**src/rtl/tcp_tx_hs_pkg.sv**
```systemverilog
// rtl/tcp_tx_hs_pkg.sv - shared types and field layout for tcp_tx_handshake
package tcp_tx_hs_pkg;

    typedef enum logic [2:0] {
        IDLE,
        META,
        WAIT_STATUS,
        SEND,
        DRAIN,
        BACKOFF
    } hs_state_t;

    localparam logic [1:0] TX_OK      = 2'd0;
    localparam logic [1:0] TX_NOCONN  = 2'd1;
    localparam logic [1:0] TX_NOSPACE = 2'd2;

    localparam int STAT_SESSION_LSB = 0;
    localparam int STAT_SESSION_W   = 16;
    localparam int STAT_ERR_LSB     = 62;
    localparam int STAT_ERR_W       = 2;

    localparam int META_SESSION_W = 16;
    localparam int META_LEN_W     = 16;

endpackage

```
**src/rtl/tcp_tx_handshake.sv**
```systemverilog
// rtl/tcp_tx_handshake.sv - one-session-in-flight TX metadata/status/payload handshake; retry/backoff under TCP_TX_HS_RETRY_EN
module tcp_tx_handshake
    import tcp_tx_hs_pkg::*;
#(
    parameter int PKT_LEN_BYTES = 64,
    parameter int RETRY_WAIT    = 256,
    parameter int MAX_RETRIES   = 8
) (
    input  logic         clk,
    input  logic         rst,
    input  logic         s_meta_valid,
    output logic         s_meta_ready,
    input  logic [15:0]  s_meta_data,
    input  logic         s_data_valid,
    output logic         s_data_ready,
    input  logic [511:0] s_data_data,
    input  logic         s_data_last,
    output logic         m_axis_tx_metadata_TVALID,
    input  logic         m_axis_tx_metadata_TREADY,
    output logic [31:0]  m_axis_tx_metadata_TDATA,
    input  logic         s_axis_tx_status_TVALID,
    output logic         s_axis_tx_status_TREADY,
    input  logic [63:0]  s_axis_tx_status_TDATA,
    output logic         m_axis_tx_data_TVALID,
    input  logic         m_axis_tx_data_TREADY,
    output logic [511:0] m_axis_tx_data_TDATA,
    output logic [63:0]  m_axis_tx_data_TKEEP,
    output logic         m_axis_tx_data_TLAST,
    output logic [31:0]  sent_count,
    output logic [31:0]  dropped_count
);

    hs_state_t state_q, state_d;

    logic [31:0]               meta_tdata_q;
    logic                      meta_ready_q;
    logic [31:0]               sent_q;
    logic [31:0]               dropped_q;
    logic [META_LEN_W-1:0]     pkt_len;
    logic [STAT_SESSION_W-1:0] st_session;
    logic [STAT_ERR_W-1:0]     st_err;
    logic                      status_match;
    logic                      meta_load;
    logic                      send_done;
    logic                      drain_done;
    logic                      unused_status;

    assign pkt_len      = META_LEN_W'(PKT_LEN_BYTES);
    assign st_session   = s_axis_tx_status_TDATA[STAT_SESSION_LSB +: STAT_SESSION_W];
    assign st_err       = s_axis_tx_status_TDATA[STAT_ERR_LSB +: STAT_ERR_W];
    // The latched session lives in the low half of the held metadata word.
    assign status_match = s_axis_tx_status_TVALID &&
                          (st_session == meta_tdata_q[META_SESSION_W-1:0]);
    assign meta_load    = (state_q == IDLE) && (state_d == META);
    assign unused_status = ^s_axis_tx_status_TDATA[STAT_ERR_LSB-1:STAT_SESSION_LSB+STAT_SESSION_W];

`ifdef TCP_TX_HS_RETRY_EN
    localparam int BO_W = (RETRY_WAIT > 1) ? $clog2(RETRY_WAIT) : 1;
    localparam int RT_W = (MAX_RETRIES > 0) ? $clog2(MAX_RETRIES + 1) : 1;

    logic [BO_W-1:0] bo_cnt_q;
    logic [RT_W-1:0] retry_q;
    logic            bo_done;
    logic            retry_ok;

    assign retry_ok = (retry_q < RT_W'(MAX_RETRIES));
    assign bo_done  = (bo_cnt_q == BO_W'(RETRY_WAIT - 1));
`else
    logic unused_params;
    assign unused_params = ^{RETRY_WAIT, MAX_RETRIES};
`endif

    // Next-state and handshake decode; only WAIT_STATUS accepts status, only SEND/DRAIN touch payload.
    always_comb begin
        state_d                 = state_q;
        s_axis_tx_status_TREADY = 1'b0;
        m_axis_tx_data_TVALID   = 1'b0;
        s_data_ready            = 1'b0;
        send_done               = 1'b0;
        drain_done              = 1'b0;
        case (state_q)
            IDLE: begin
                // While the completion pulse is out the queue head is still the finished session.
                if (s_meta_valid && !meta_ready_q) begin
                    state_d = META;
                end
            end
            META: begin
                if (m_axis_tx_metadata_TREADY) begin
                    state_d = WAIT_STATUS;
                end
            end
            WAIT_STATUS: begin
                s_axis_tx_status_TREADY = 1'b1;
                if (status_match) begin
                    case (st_err)
                        TX_OK:     state_d = SEND;
                        TX_NOCONN: state_d = DRAIN;
`ifdef TCP_TX_HS_RETRY_EN
                        TX_NOSPACE: state_d = retry_ok ? BACKOFF : DRAIN;
`else
                        TX_NOSPACE: state_d = DRAIN;
`endif
                        default:   state_d = DRAIN;
                    endcase
                end
            end
            SEND: begin
                m_axis_tx_data_TVALID = s_data_valid;
                s_data_ready          = m_axis_tx_data_TREADY;
                if (s_data_valid && m_axis_tx_data_TREADY && s_data_last) begin
                    send_done = 1'b1;
                    state_d   = IDLE;
                end
            end
            DRAIN: begin
                s_data_ready = 1'b1;
                if (s_data_valid && s_data_last) begin
                    drain_done = 1'b1;
                    state_d    = IDLE;
                end
            end
`ifdef TCP_TX_HS_RETRY_EN
            BACKOFF: begin
                if (bo_done) begin
                    state_d = META;
                end
            end
`endif
            default: state_d = IDLE;
        endcase
    end

    // State register; reset abandons any in-flight session.
    always_ff @(posedge clk or posedge rst) begin
        if (rst) begin
            state_q <= IDLE;
        end else begin
            state_q <= state_d;
        end
    end

    // Metadata word is captured once per session and reused unchanged on retries.
    always_ff @(posedge clk or posedge rst) begin
        if (rst) begin
            meta_tdata_q <= '0;
        end else if (meta_load) begin
            meta_tdata_q <= {pkt_len, s_meta_data};
        end
    end

    // Session completion: pop the session queue one cycle later and count the outcome.
    always_ff @(posedge clk or posedge rst) begin
        if (rst) begin
            meta_ready_q <= 1'b0;
            sent_q       <= '0;
            dropped_q    <= '0;
        end else begin
            meta_ready_q <= send_done || drain_done;
            if (send_done) begin
                sent_q <= sent_q + 32'd1;
            end
            if (drain_done) begin
                dropped_q <= dropped_q + 32'd1;
            end
        end
    end

`ifdef TCP_TX_HS_RETRY_EN
    // Backoff timer runs only in BACKOFF; retry count restarts with each new session.
    always_ff @(posedge clk or posedge rst) begin
        if (rst) begin
            bo_cnt_q <= '0;
            retry_q  <= '0;
        end else begin
            if (state_q == BACKOFF) begin
                bo_cnt_q <= bo_cnt_q + BO_W'(1);
            end else begin
                bo_cnt_q <= '0;
            end
            if (meta_load) begin
                retry_q <= '0;
            end else if ((state_q == BACKOFF) && bo_done) begin
                retry_q <= retry_q + RT_W'(1);
            end
        end
    end
`endif

    assign s_meta_ready              = meta_ready_q;
    assign m_axis_tx_metadata_TVALID = (state_q == META);
    assign m_axis_tx_metadata_TDATA  = meta_tdata_q;
    assign m_axis_tx_data_TDATA      = (state_q == SEND) ? s_data_data : '0;
    assign m_axis_tx_data_TLAST      = (state_q == SEND) && s_data_last;
    assign m_axis_tx_data_TKEEP      = '1;
    assign sent_count                = sent_q;
    assign dropped_count             = dropped_q;

endmodule

```
**config.mk**
```make
export PLATFORM = sky130hd
export DESIGN_NAME = tcp_tx_handshake
export DESIGN_NICKNAME = d
export VERILOG_FILES = /design/src/rtl/tcp_tx_hs_pkg.sv /design/src/rtl/tcp_tx_handshake.sv
export SDC_FILE = /design/constraint.sdc
export NUM_CORES = 1
export LEC_CHECK = 0
export CAP_MARGIN = 5
export CORE_AREA = 2 2 504 506
export CTS_CLUSTER_DIAMETER = 120
export DETAILED_ROUTE_END_ITERATION = 16
export DIE_AREA = 0 0 506 508
export PLACE_DENSITY_LB_ADDON = 0.25
export SLEW_MARGIN = 5
export SYNTH_ARGS = -nofsm -noshare
export SYNTH_HDL_FRONTEND = slang
export SYNTH_SLANG_ARGS = --single-unit
```
**constraint.sdc**
```tcl
create_clock -name clk -period 2.35 [get_ports clk]
set_input_delay 0.3525 -clock clk [delete_from_list [all_inputs] [get_ports clk]]
set_output_delay 0.3525 -clock clk [all_outputs]
set_load 0.02 [all_outputs]
```
* Yosys cells after proc, flatten, opt, wreduce, memory -nomap -nowiden
Index checks and enable logic that the tools add are counted.
** Storage, ports and cells
- Register bits :: 85
- Word-level logic and storage cells :: 39
** Operators by class
- Add/sub/neg operators :: 2
- Reductions and logical operators :: 11
- Equality and inequality tests :: 6
- Mux-type cells :: 15
** Operators by type and width (count)
- 512-bit two-way mux :: 1
- 32-bit by 1-bit adder with 32-bit output (second input constant) :: 2
- 3-bit two-way mux :: 6
- 16-bit == test :: 1
- 3-bit case mux with 5 select lines :: 1
- 1-bit logical AND :: 7
- 3-bit by 1-bit == test with 1-bit output (second input constant) :: 2
- 3-bit by 2-bit == test with 1-bit output (second input constant) :: 2
- 1-bit two-way mux :: 6
- 3-bit == test (second input constant) :: 1
- 3-bit logical NOT :: 1
- 2-bit logical NOT :: 1
- 1-bit case mux with 2 select lines :: 1
- 1-bit logical NOT :: 1
- 1-bit logical OR :: 1

* Longest topological paths before layout
Gate-level depths: netlist of run 1.
- Depth after elaboration :: 6
- Mapped depth :: 6
- Mapped depth without buffers :: 6

* Worst setup path after synthesis of run 1
OpenSTA, ideal clock, no wires.
- Path kind :: reg2out
- From :: reg state_q[0]
- To :: out m_axis_tx_data_TDATA[171]
- Path buffers :: 3
- Arrival :: 1.762 ns
- Setup slack :: 0.236 ns
- Required time :: 1.997 ns
- Stages on the path, launching flop included :: 7
- Cells stage by stage :: dfrtp_1 inv_1 nor3b_1 buf_2 clkbuf_1 clkbuf_1 and2_1
** Between the ends
- Longest elaborated chain between the ends :: 2
** Ends and longest elaborated chain
- start, declared :: line tcp_tx_handshake.sv:33 : hs_state_t state_q, state_d;
- start signal, assigned :: line tcp_tx_handshake.sv:139 : state_q <= state_d;
- 3-bit by 2-bit == test with 1-bit output :: line tcp_tx_handshake.sv:193 : assign m_axis_tx_data_TDATA = (state_q == SEND) ? s_data_data : '0;
- 512-bit two-way mux :: line tcp_tx_handshake.sv:193
- end, declared :: line tcp_tx_handshake.sv:26 : output logic [511:0] m_axis_tx_data_TDATA,
No other way between the ends.

* Worst setup path in the final report of run 1
- From :: reg state_q[0]
- To :: out m_axis_tx_data_TDATA[460]
Same word-level chain as after synthesis.

==> out/qor.csv, run 1 <==
metric;value;unit
number of max-cap violations;0;
post-synthesis mux area share;0.02557;
GPL Wtd Cong;0.9003;
Synth Area in XOR/XNOR;0.08617;
Max IR drop VDD;368.6;uV
CTS Buffer Depth;2;
WL/cell;35.23;um
vias in the first global route;12610;
clock latency on the worst-skew pair;0.37;ns
critical path fanouts, max;10;
standard-cell rows;185;
TritonCTS Sinks;85;
Netlist cell types;40;
root buffer cell;clkbuf_16;
I/O Buffers;1152;
failing checks;negative setup slack;
largest net degree at the start of global routing;59;
Starting Density;0.03142;
number of flops mapped to enable cells by yosys;0;
top cell type's share of synthesized area;0.4072;
CTS tree;yes;
vias per cell;2.395;
dominant cells by area after synthesis;and2_1, dfrtp_1, buf_4;
Final Core Density;0.1103;
Synth Instances;990;
shortest period the worst path allows;2.523;ns
routed wire length;198200;um
Post-Synth Simple-Gate Area;0.5022;
core area;252300;um2
GR Overflow Total;0;
max-slew violations;0;
Final Hold Viols;0;
top cells by count, synth;and2_1, dfrtp_1, buf_4;
Syn Area/Cell;8.008;um2
CTS clock-pin slew for the worst setup and hold paths;0.07;ns
CP Launch Type;flop;
ys flop type;dfrtp_1;
initial antenna violation count;374;
# setup viols final;332;
cts bufs inserted;9;
first-pass GRT wire length;225200;um
critical path data required time;2.00;ns
status;complete, but fails checks;
RSZ-0062 raised after global routing;yes;
IO Count;1278;
GRT Total Usage;0.1468;
leakage power;10.64;nW
DP Cell Count;5498;
Die Area;257000;um2
pwr dens;847.9;nW/um2
most common cell in the synthesized netlist;and2_1;
Syn. warnings;0;
1st-iter DRT viols;666;
clock skew;0.01728;ns
main combinational cell family by area after synthesis;simple AND/OR/NAND/NOR gates;
Die H;508;um
share of cells above drive strength 1;0.3577;
area leader, netlist;and2_1;
Sequential Area;2127;um2
Final WS setup;-0.1729;ns
final net count;2789;
vias;13470;
Hold Crit Class;in2async;
htree depth;3;
Synth Cell Area;7928;um2
Worst Path Arrival;2.17;ns
final cell count without fillers;5625;
dpl ws;-0.4889;ns
ANT nets after route;0;
Synth-to-Final Area Change;251.0;%
Die Width;506;um
post-synthesis async set-or-reset flop share;1.000;
DRT Pass-1 Iters;7;
area fraction in compound gates after synthesis;0.006787;
crit end category;output port;
sequential cell area fraction in the yosys report;0.2683;
slew margin rel.;0.5987;
crit path kind;reg2out;
reg2reg setup slack;0.11;ns
Adder-Cell Fraction of Synth Area;0.003157;
Multi-input gate area;5592;um2
Max Freq;396.4;MHz
final worst path period share;1.074;
dpl hpwl;182400;um
# DRC;0;
Total Power;23.59;mW
Worst-Margin Slew;0.6001;ns
synthesis-stage register bit count;85;
Filler Cells Inserted;29090;
[per-stage QoR]
stage	cell area [um2]	setup TNS (ns)	hold slack (ns)
2_1_floorplan	8220	0	0.4484
3_3_place_gp	26200	-34.11	0.4553
3_5_place_dp	26200	-30.31	0.4577
4_1_cts	27240	-59.62	0.3919
5_1_grt	27730	-71.15	0.4021
6_report	27830	-29.36	0.3953
[critical path, cell delays in order, from the launching register on]
cell and delay [ns]:
dfrtp_1 0.36, inv_2 0.06, nor3b_4 0.23, buf_12 0.16
buf_16 0.16, buf_16 0.17, buf_4 0.16, buf_16 0.14
and2_1 0.16, buf_6 0.14
[cell type report]
| class | count | share of cell area |
|---|---|---|
| Timing Repair Buffer | 1247 | 0.5521 |
| Multi-Input combinational cell | 836 | 0.2010 |
| Tap cell | 3366 | 0.1514 |
| Sequential cell | 85 | 0.07644 |
| Clock buffer | 10 | 0.008589 |
| Antenna cell | 67 | 0.006025 |
| Clock inverter | 6 | 0.003283 |
| Inverter | 8 | 0.001214 |
[cell usage in the layout (no fill, tap or decap), types with 32 or more instances in the layout]
master,netlist,layout
conb_1,2,79
xnor2_1,57,57
diode_2,0,67
clkdlybuf4s50_1,0,637
and2_4,0,122
nand2_1,32,32
dfrtp_1,85,85
buf_4,79,105
clkdlybuf4s15_2,0,76
buf_12,0,282
and2_1,516,373
buf_2,2,56
buf_6,0,41
[final timing paths]
| kind | cells past startpoint | end | startpoint |
|---|---|---|---|
| min | 2 | dropped_count[29] | rst |
| min in group clk | 1 | dropped_count[31] | dropped_count[31] |
| max in group asynchronous | 3 | m_axis_tx_metadata_TDATA[2] | rst |
| max | 9 | m_axis_tx_data_TDATA[460] | state_q[0] |
| max reg2reg | 6 | sent_count[28] | state_q[2] |
| min reg2reg | 1 | dropped_count[31] | dropped_count[31] |
[power by group]
group	total, mW	internal, mW	switching [mW]	leakage, nW
Sequential	1.97	1.66	0.317	1.12
Clock	1.70	0.973	0.730	0.164
Combinational	19.9	9.66	10.3	9.36
Total	23.6	12.3	11.3	10.6
[state kept, by name, indices dropped and copies added (netlist names)]
| signal | count |
|---|---|
| dropped_count | 32 |
| sent_count | 32 |
| m_axis_tx_metadata_TDATA | 17 |
| state_q | 3 |
| s_meta_ready | 1 |
[logic make-up (layout without fill, tap and decap cells)]
family / count (synthesis) / in the layout
other: 2 / 146
adder cells (fa/ha/maj): 2 / 2
buffers and inverters: 146 / 1271
AO/OA/AOI/OAI: 8 / 8
multiplexers: 18 / 18
flip-flops: 85 / 85
AND/OR/NAND/NOR: 651 / 651
XOR/XNOR: 78 / 78
[repair_timing]
item | 4_1_cts | 5_1_grt
resized for setup | 744 | 161
hold buffers | 0 | 0
pin swaps | 24 | 49
setup endpoints to repair | 508 | 512
setup buffers | 14 | 9
gates cloned | 15 | 8
[per-layer routing]
| layer | routed length [um] | up-vias | GRT usage |
|---|---|---|---|
| met2 | 91510 | 1320 | 0.2449 |
| met3 | 31710 | 498 | 0.1092 |
| li1 | - | 5421 | - |
| met1 | 66770 | 6037 | 0.1446 |
| met4 | 6791 | 198 | 0.03416 |
| met5 | 1406 | - | 0 |
Note: power is estimated with default switching activity, not from simulation.
==> inputs of run 2 (changes only) <==
- SKIP_LAST_GASP: default -> 1
==> out/qor.csv, run 2 (synthesized netlist as in run 1, its figures left out) <==
metric;value;unit;change
status;complete, but fails checks;;unchanged
failing checks;negative setup slack;;unchanged
standard-cell rows;185;;unchanged
cells on worst reg2reg path;7;;was 6
leakage power;10.90;nW;was 10.64 nW
largest net degree at the start of global routing;59;;unchanged
crit end category;output port;;unchanged
slew margin rel.;0.5976;;was 0.5987
Worst Path Arrival;2.18;ns;was 2.17 ns
GPL Wtd Cong;0.9003;;unchanged
Max Freq;395.0;MHz;was 396.4 MHz
CTS Buffer Depth;2;;unchanged
Die Width;506;um;unchanged
Total Power;23.96;mW;was 23.59 mW
Final Hold Viols;0;;unchanged
dpl hpwl;182400;um;unchanged
Final WS setup;-0.1815;ns;was -0.1729 ns
Worst-Margin Slew;0.6017;ns;was 0.6001 ns
Post-CTS Hold Buffers;0;;unchanged
root buffer cell;clkbuf_16;;unchanged
DP Area;26200;um2;unchanged
I/O Buffers;1152;;unchanged
R2R Path Start;state_q[2];;unchanged
most frequent cells in the layout;clkdlybuf4s50_1, and2_1, buf_12;;unchanged
CTS tree;yes;;unchanged
vias;13490;;was 13,470
WL/cell;35.29;um;was 35.23 um
pwr dens;852.2;nW/um2;was 847.9 nW/um2
reg2reg setup slack;-0.10;ns;was 0.11 ns
DRT Pass-1 Iters;7;;unchanged
dpl ws;-0.4889;ns;unchanged
RSZ-0062 raised after global routing;yes;;unchanged
Die Area;257000;um2;unchanged
IO Count;1278;;unchanged
CP Launch Type;flop;;unchanged
# DRC;0;;unchanged
Final Core Density;0.1114;;was 0.1103
hold_ws;0.3977;ns;was 0.3953 ns
clock skew;0.01890;ns;was 0.01728 ns
Die H;508;um;unchanged
final worst path period share;1.077;;was 1.074
Max IR drop VDD;386.6;uV;was 368.6 uV
vias per cell;2.396;;was 2.395
# setup viols final;331;;was 332
initial antenna violation count;375;;was 374
Synth-to-Final Area Change;254.7;%;was 251.0%
critical path fanouts, max;35;;was 10
ANT nets after route;0;;unchanged
CTS clock-pin slew for the worst setup and hold paths;0.07;ns;about the same
Hold Crit Class;in2async;;unchanged
worst reg2reg path endpoint;sent_count[22];;was sent_count[28]
cts bufs inserted;9;;unchanged
max-slew violations;0;;unchanged
Design Area, Final;28120;um2;was 27,830 um2
final setup TNS;-30.87;ns;was -29.36 ns
final net count;2795;;was 2,789
crit path kind;reg2out;;unchanged
number of max-cap violations;0;;unchanged
final cell count without fillers;5630;;was 5,625
shortest period the worst path allows;2.531;ns;was 2.523 ns
1st-iter DRT viols;590;;was 666
critical path data required time;2.00;ns;about the same
first-pass GRT wire length;225000;um;was 225,200 um
DP Cell Count;5498;;unchanged
Starting Density;0.03142;;unchanged
clock latency on the worst-skew pair;0.37;ns;about the same
core area;252300;um2;unchanged
commonest non-fill, non-tap cell in the layout;clkdlybuf4s50_1;;unchanged
GRT Total Usage;0.1468;;about the same
share of cells above drive strength 1;0.3808;;was 0.3577
vias in the first global route;12580;;was 12,610
GR Overflow Total;0;;unchanged
routed wire length;198700;um;was 198,200 um
TritonCTS Sinks;85;;unchanged
htree depth;3;;unchanged
## run 2: area by class of cell
cell class                      count  area (um2)
Fill cell                       29080      224200
Multi-Input combinational cell    836        5744
Sequential cell                    85        2127
Clock buffer                       10       239.0
Timing Repair Buffer             1253       15510
Antenna cell                       66       165.2
Tap cell                         3366        4212
Inverter                            8       33.78
Clock inverter                      6       91.34
## run 2: metal layers
layer / wire length, um / vias to the layer above / GRT usage / part of all wire
li1: - / 5428 / - / -
met1: 67630 / 6062 / 0.1455 / 0.34
met2: 91700 / 1332 / 0.2448 / 0.46
met3: 31440 / 478 / 0.1078 / 0.16
met4: 6661 / 190 / 0.03416 / 0.034
met5: 1276 / - / 0 / 0.0064
## run 2: worst max-delay path: stages (launching register included)
cell	delay [ns]
dfrtp_1	0.41
nor3b_4	0.25
buf_12	0.16
buf_12	0.16
buf_4	0.17
buf_16	0.16
and2_1	0.16
clkdlybuf4s15_2	0.26
## run 2: where the power goes
part | internal, mW | switching [mW] | leakage, nW
clock network | 0.973 | 0.733 | 0.164
logic | 9.95 | 10.3 | 9.62
registers | 1.66 | 0.310 | 1.12
## run 2: worst max path at each step
stage | startpoint | end | slack (ns) | cells past startpoint
global placement | m_axis_tx_data_TREADY | sent_count[31] | -0.53 | 8
CTS | state_q[2] | m_axis_tx_data_TDATA[294] | -0.28 | 7
detailed placement | m_axis_tx_data_TREADY | sent_count[31] | -0.49 | 8
floorplan | state_q[0] | m_axis_tx_data_TDATA[171] | 0.24 | 6
finish | state_q[2] | m_axis_tx_data_TDATA[374] | -0.18 | 7
global route | state_q[2] | m_axis_tx_data_TDATA[460] | -0.27 | 8
## run 2: repair_timing
action	CTS	global route
setup buffers	14	15
pin swaps	4	35
cloned	15	10
gates resized for setup	655	357
endpoints found under the setup margin	508	520
==> edit 1 (settings of run 1) <==
Encoding of `hs_state_t`: now one-hot (6 bits for 6 states).
--- a/src/rtl/tcp_tx_hs_pkg.sv
+++ b/src/rtl/tcp_tx_hs_pkg.sv
@@ -2,11 +2,11 @@
 package tcp_tx_hs_pkg;
 
-    typedef enum logic [2:0] {
-        IDLE,
-        META,
-        WAIT_STATUS,
-        SEND,
-        DRAIN,
-        BACKOFF
+    typedef enum logic [5:0] {
+        IDLE        = 6'b000001,
+        META        = 6'b000010,
+        WAIT_STATUS = 6'b000100,
+        SEND        = 6'b001000,
+        DRAIN       = 6'b010000,
+        BACKOFF     = 6'b100000
     } hs_state_t;
 
Check against the original RTL: same outputs for any inputs over 4 cycles, from zero or initial values and one cycle with rst high; so few cycles prove little.
==> edit 1 against run 1 <==
- the run still ends with negative setup slack left
- sequential cell count rose by 3
- area after synthesis up 1.9%
- critical path depth fell by 1
- die area did not move
- routed wire length decreased by 12%
- final area is 3.7% higher
- setup slack worse by 0.053 ns
- non-clock buffer count up 69
- critical path type unchanged
- critical endpoint is now m_axis_tx_data_TDATA[357]
- cell count up 1.0%
- via count up 0.16%
Power is left out: it rests on default switching activity, and per cell area and clock period it moved more than threefold.
==> edit 1: results (changes against run 1) <==
STA
The least setup slack across all paths after layout was -0.226 ns (was -0.173 ns). The final number of setup-violating endpoints came to 508 (was 332). The aggregate negative setup slack came to -54.92 ns (was -29.36 ns). The clock skew after layout is 0.0189 ns (was 0.0173 ns). The worst slew margin relative to its limit is 0.647 (was 0.599).

Worst setup path
The data arrival time of the critical path is 2.22 ns (was 2.17 ns). The worst-case register-to-register setup slack came to -0.13 ns (was 0.11 ns). The worst setup path startpoint is state_q[0]$_DFF_PP1_ (was state_q[0]$_DFF_PP0_).

The logic depth of the worst register-to-register path came to 7 (was 6).

Run status
Outcome: finished, violations left (unchanged). Violations in the final reports: negative setup slack (unchanged).

Cells and area
The post-layout instance count excluding filler cells is 5684 (was 5625). The finished layout cell area is 0.0289 mm² (was 0.0278 mm²). The count of plain and timing-repair buffers came to 1316 (was 1247).

The count of clock-net buffers in the final layout was 11 (was 10). The layout multi-input combinational cell count is 844 (was 836). The fraction of final layout cells sized beyond drive strength 1 is 0.437 (was 0.358). The data-path buffer share of cell area in the final layout is 0.553 (was 0.552). The area overhead of the layout relative to synthesis is 257% (was 251%).

Detailed routing
The post-detailed-routing wire length is 174000 µm (was 198000 µm). The initial detailed-routing violation count was 605 (was 666). The first-pass detailed-route iteration total is 4 (was 7).

Global routing
The number of global-route vias before repair is 12700 (was 12600).

Place
The final RePlAce weighted congestion is 0.900 (about the same). The estimated wirelength of the detail-placed design was 156000 µm (was 182000 µm). The worst-case setup slack after placement is -0.515 ns (was -0.489 ns).

Logic synthesis
The sequential-to-total area share from yosys stat is 0.273 (was 0.268).

Clock tree
The post-cts gate resize count came to 968 (was 744). The CTS clock-pin slew for the worst setup and hold paths is 0.09 ns (was 0.07 ns).
[edit 1: cell types whose count changed after synthesis, sizes merged, moves of 3 or more]
| cell | before | now |
|---|---|---|
| nand4 | 20 | 16 |
| nor3 | 8 | 13 |
| xor2 | 21 | 25 |
| clkbuf | 57 | 61 |
| nor2 | 25 | 15 |
| nor3b | 4 | 1 |
| xnor2 | 57 | 54 |
| nand2 | 32 | 22 |
| nand3 | 20 | 33 |
| o21ai | 1 | 5 |
| nor4 | 3 | 9 |
[edit 1: worst min path at each step]
stage                                                to  slack, ns  cells after the start
2_1_floorplan                      state_q[1]$_DFF_PP0_       0.46                      1
3_3_place_gp   m_axis_tx_metadata_TDATA[22]$_DFFE_PP0P_       0.45                      1
3_5_place_dp   m_axis_tx_metadata_TDATA[22]$_DFFE_PP0P_       0.46                      1
4_1_cts         m_axis_tx_metadata_TDATA[8]$_DFFE_PP0P_       0.37                      2
5_1_grt         m_axis_tx_metadata_TDATA[8]$_DFFE_PP0P_       0.40                      2
6_report        m_axis_tx_metadata_TDATA[8]$_DFFE_PP0P_       0.36                      2
[edit 1: routing by layer]
metal	up-vias	part of all wire	track usage	wire [µm]
met2	1136	0.53	0.241	92700
met3	413	0.12	0.0699	20300
met1	6215	0.32	0.115	55300
li1	5593	-	-	-
met4	138	0.028	0.0222	4870
met5	-	0.0053	0	919
[edit 1: worst max-delay path, delay by kind of cell (launching register included)]
kind / cells / cell delay, ns
flip-flops: 1 / 0.56
buffers and inverters: 5 / 0.78
AND/OR/NAND/NOR: 3 / 0.46
[edit 1: logic make-up after synthesis]
family,count (synthesis),synth area share
AOI/OAI and AO/OA,13,0.0112
DFF,88,0.273
adders and majority gates,2,0.00310
muxes,18,0.0251
and+or+nand+nor,652,0.494
xor gates and xnor gates,79,0.0856
buffers and inverters,149,0.107
other,2,0.000930
==> edit 2 (config.mk and constraints of run 1) <==
Without the edit above. `STAT_SESSION_W`: 16 -> 20.
--- a/src/rtl/tcp_tx_hs_pkg.sv
+++ b/src/rtl/tcp_tx_hs_pkg.sv
@@ -16,5 +16,5 @@
 
     localparam int STAT_SESSION_LSB = 0;
-    localparam int STAT_SESSION_W   = 16;
+    localparam int STAT_SESSION_W   = 20;
     localparam int STAT_ERR_LSB     = 62;
     localparam int STAT_ERR_W       = 2;
Function: changed (a bounded check fails within 4 cycles, from zero or initial values and one cycle with rst high).
==> edit 2 against run 1 <==
- routed wire length down 8.6%
- final area down 2.1%
- combinational power down 17%
- non-clock buffer count up 1
- sequential share of layout area up 0.16 points
- clock skew down 0.0082 ns
- area after synthesis up 1.0%
- the flow still finishes with violations (negative setup slack)
- highest routed layer unchanged
- sequential cell count unchanged
- first-iteration DRC count down 2.4%
- die area unchanged
- largest cell class unchanged
- setup slack worse by 0.058 ns
- critical endpoint is now m_axis_tx_data_TDATA[475]
- core utilization down 0.23 points
- total power down 14%
==> edit 2: results (changes against run 1) <==
Run status
Outcome: finished, violations left (unchanged). Violations in the final reports: negative setup slack (unchanged).

Place
The final RePlAce weighted congestion came to 1.01 (was 0.900). The number of placed instances, taps included is 5536 (was 5498). The placed instance area is 0.0265 mm² (was 0.0262 mm²). The number of buffers added on ports is 1156 (was 1152).

The estimated wirelength of the detail-placed design is 171000 µm (was 182000 µm).

Global routing
The initial antenna violation count is 266 (was 374). The overall track demand over capacity in global routing is 0.136 (was 0.147). The pin count of the biggest net entering global routing is 86 (was 59).

The global-route wire length before repair is 210000 µm (was 225000 µm). The number of global-route vias before repair is 12600 (about the same).

Worst setup path
The worst setup path startpoint is state_q[2]$_DFF_PP0_ (was state_q[0]$_DFF_PP0_). The maximum fanout encountered on the critical timing path is 39 (was 10). The startpoint of the worst-slack reg-to-reg timing path was state_q[0]$_DFF_PP0_ (was state_q[2]$_DFF_PP0_). The worst-case register-to-register setup slack is 0.09 ns (was 0.11 ns). The data arrival time of the critical path came to 2.23 ns (was 2.17 ns).

Logic synthesis
Commonest cells in the netlist: 518 x sky130_fd_sc_hd__and2_1, 85 x sky130_fd_sc_hd__dfrtp_1, 79 x sky130_fd_sc_hd__buf_4 (was 516 x sky130_fd_sc_hd__and2_1, 85 x sky130_fd_sc_hd__dfrtp_1, 79 x sky130_fd_sc_hd__buf_4). Biggest area contributors in the synthesized netlist: sky130_fd_sc_hd__and2_1 40%, sky130_fd_sc_hd__dfrtp_1 27%, sky130_fd_sc_hd__buf_4 7.4%, sky130_fd_sc_hd__xnor2_1 5.2%, sky130_fd_sc_hd__xor2_1 2.8% (was sky130_fd_sc_hd__and2_1 41%, sky130_fd_sc_hd__dfrtp_1 27%, sky130_fd_sc_hd__buf_4 7.5%, sky130_fd_sc_hd__xnor2_1 6.3%, sky130_fd_sc_hd__clkbuf_1 2.7%). The number of distinct library cells after synthesis came to 49 (was 40). The sequential-to-total area share from yosys stat was 0.266 (was 0.268).

Hold path
The path type of the worst min-delay path is primary input to async pin (unchanged).

STA
The final number of setup-violating endpoints is 375 (was 332). The worst hold margin was 0.432 ns (was 0.395 ns). The actual slew at the worst max-slew pin is 0.597 ns (was 0.600 ns). The least setup slack across all paths after layout is -0.230 ns (was -0.173 ns).

The clock skew after layout is 0.00907 ns (was 0.0173 ns).

Cells and area
The fill cell instance count of the final layout is 29100 (about the same). The fraction of final layout cells sized beyond drive strength 1 was 0.290 (was 0.358). The layout net count came to 2793 (was 2789).

Detailed routing
The wire length per cell after detailed routing is 32.2 µm (was 35.2 µm). The initial detailed-routing violation count is 650 (was 666). The detailed-route vias per instance is 2.28 (was 2.40).

Power
The static leakage power came to 0.0105 µW (was 0.0106 µW). The worst ir drop on vdd is 0.000288 V (was 0.000369 V).
## edit 2: worst paths after layout
check                                                      to  depth (start not counted)
worst max-delay path                m_axis_tx_data_TDATA[475]                          6
worst min-delay path               sent_count[19]$_DFFE_PP0P_                          3
worst max register to register  dropped_count[24]$_DFFE_PP0P_                          7
worst min register to register     sent_count[31]$_DFFE_PP0P_                          1
max in group asynchronous                state_q[1]$_DFF_PP0_                          3
min in group clk                   sent_count[31]$_DFFE_PP0P_                          1
## edit 2: worst max-delay path, stage by stage (launching register included)
cell and delay (ns):
sky130_fd_sc_hd__dfrtp_1 0.37, sky130_fd_sc_hd__and3b_4 0.41, sky130_fd_sc_hd__buf_12 0.21, sky130_fd_sc_hd__buf_16 0.20, sky130_fd_sc_hd__buf_16 0.21, sky130_fd_sc_hd__and2_1 0.20, sky130_fd_sc_hd__buf_12 0.15
## edit 2: per-layer routing
| layer | routed length, µm | part of all wire | vias up | track usage |
|---|---|---|---|---|
| met5 | 1180 | 0.0065 | - | 0 |
| met4 | 7360 | 0.041 | 182 | 0.0438 |
| met3 | 31000 | 0.17 | 376 | 0.104 |
| met2 | 84000 | 0.46 | 1050 | 0.225 |
| met1 | 57600 | 0.32 | 5776 | 0.129 |
| li1 | - | - | 5422 | - |
## edit 2: what timing repair did
action	4_1_cts	5_1_grt
setup endpoints to repair	474	505
gates cloned	4	0
pin swaps	15	5
buffers inserted	5	1
resized for setup	389	129
## edit 2: cell type report
class | count | area, µm² | area share
Timing Repair Buffer | 1248 | 14900 | 0.548
Multi-Input combinational cell | 839 | 5470 | 0.201
Clock buffer | 10 | 239 | 0.00877
Tap cell | 3366 | 4210 | 0.155
Antenna cell | 61 | 153 | 0.00560
Sequential cell | 85 | 2130 | 0.0781
Inverter | 8 | 33.8 | 0.00124
Clock inverter | 6 | 75.1 | 0.00275
## edit 2: kinds of logic after synthesis
kind of cell,synth area share
XOR/XNOR,0.0830
buffers and inverters,0.107
multiplexers,0.0225
AO/OA/AOI/OAI,0.00844
other,0.000938
AND/OR/NAND/NOR,0.510
flip-flops,0.266
adder cells (fa/ha/maj),0.00312
## edit 2: stage by stage
stage / worst slack (ns) / TNS, ns
global placement: -0.115 / -6.16
finish: -0.230 / -41.07
global route: -0.329 / -80.58
CTS: -0.320 / -75.46
detailed placement: -0.124 / -4.63
floorplan: 0.369 / 0
## edit 2: report_power, final
group	leakage [µW]	internal [µW]	total [µW]	switching [µW]
clock network	0.000152	872	1580	707
registers	0.00113	1650	2040	391
logic	0.00924	7990	16600	8650
total	0.0105	10500	20300	9750
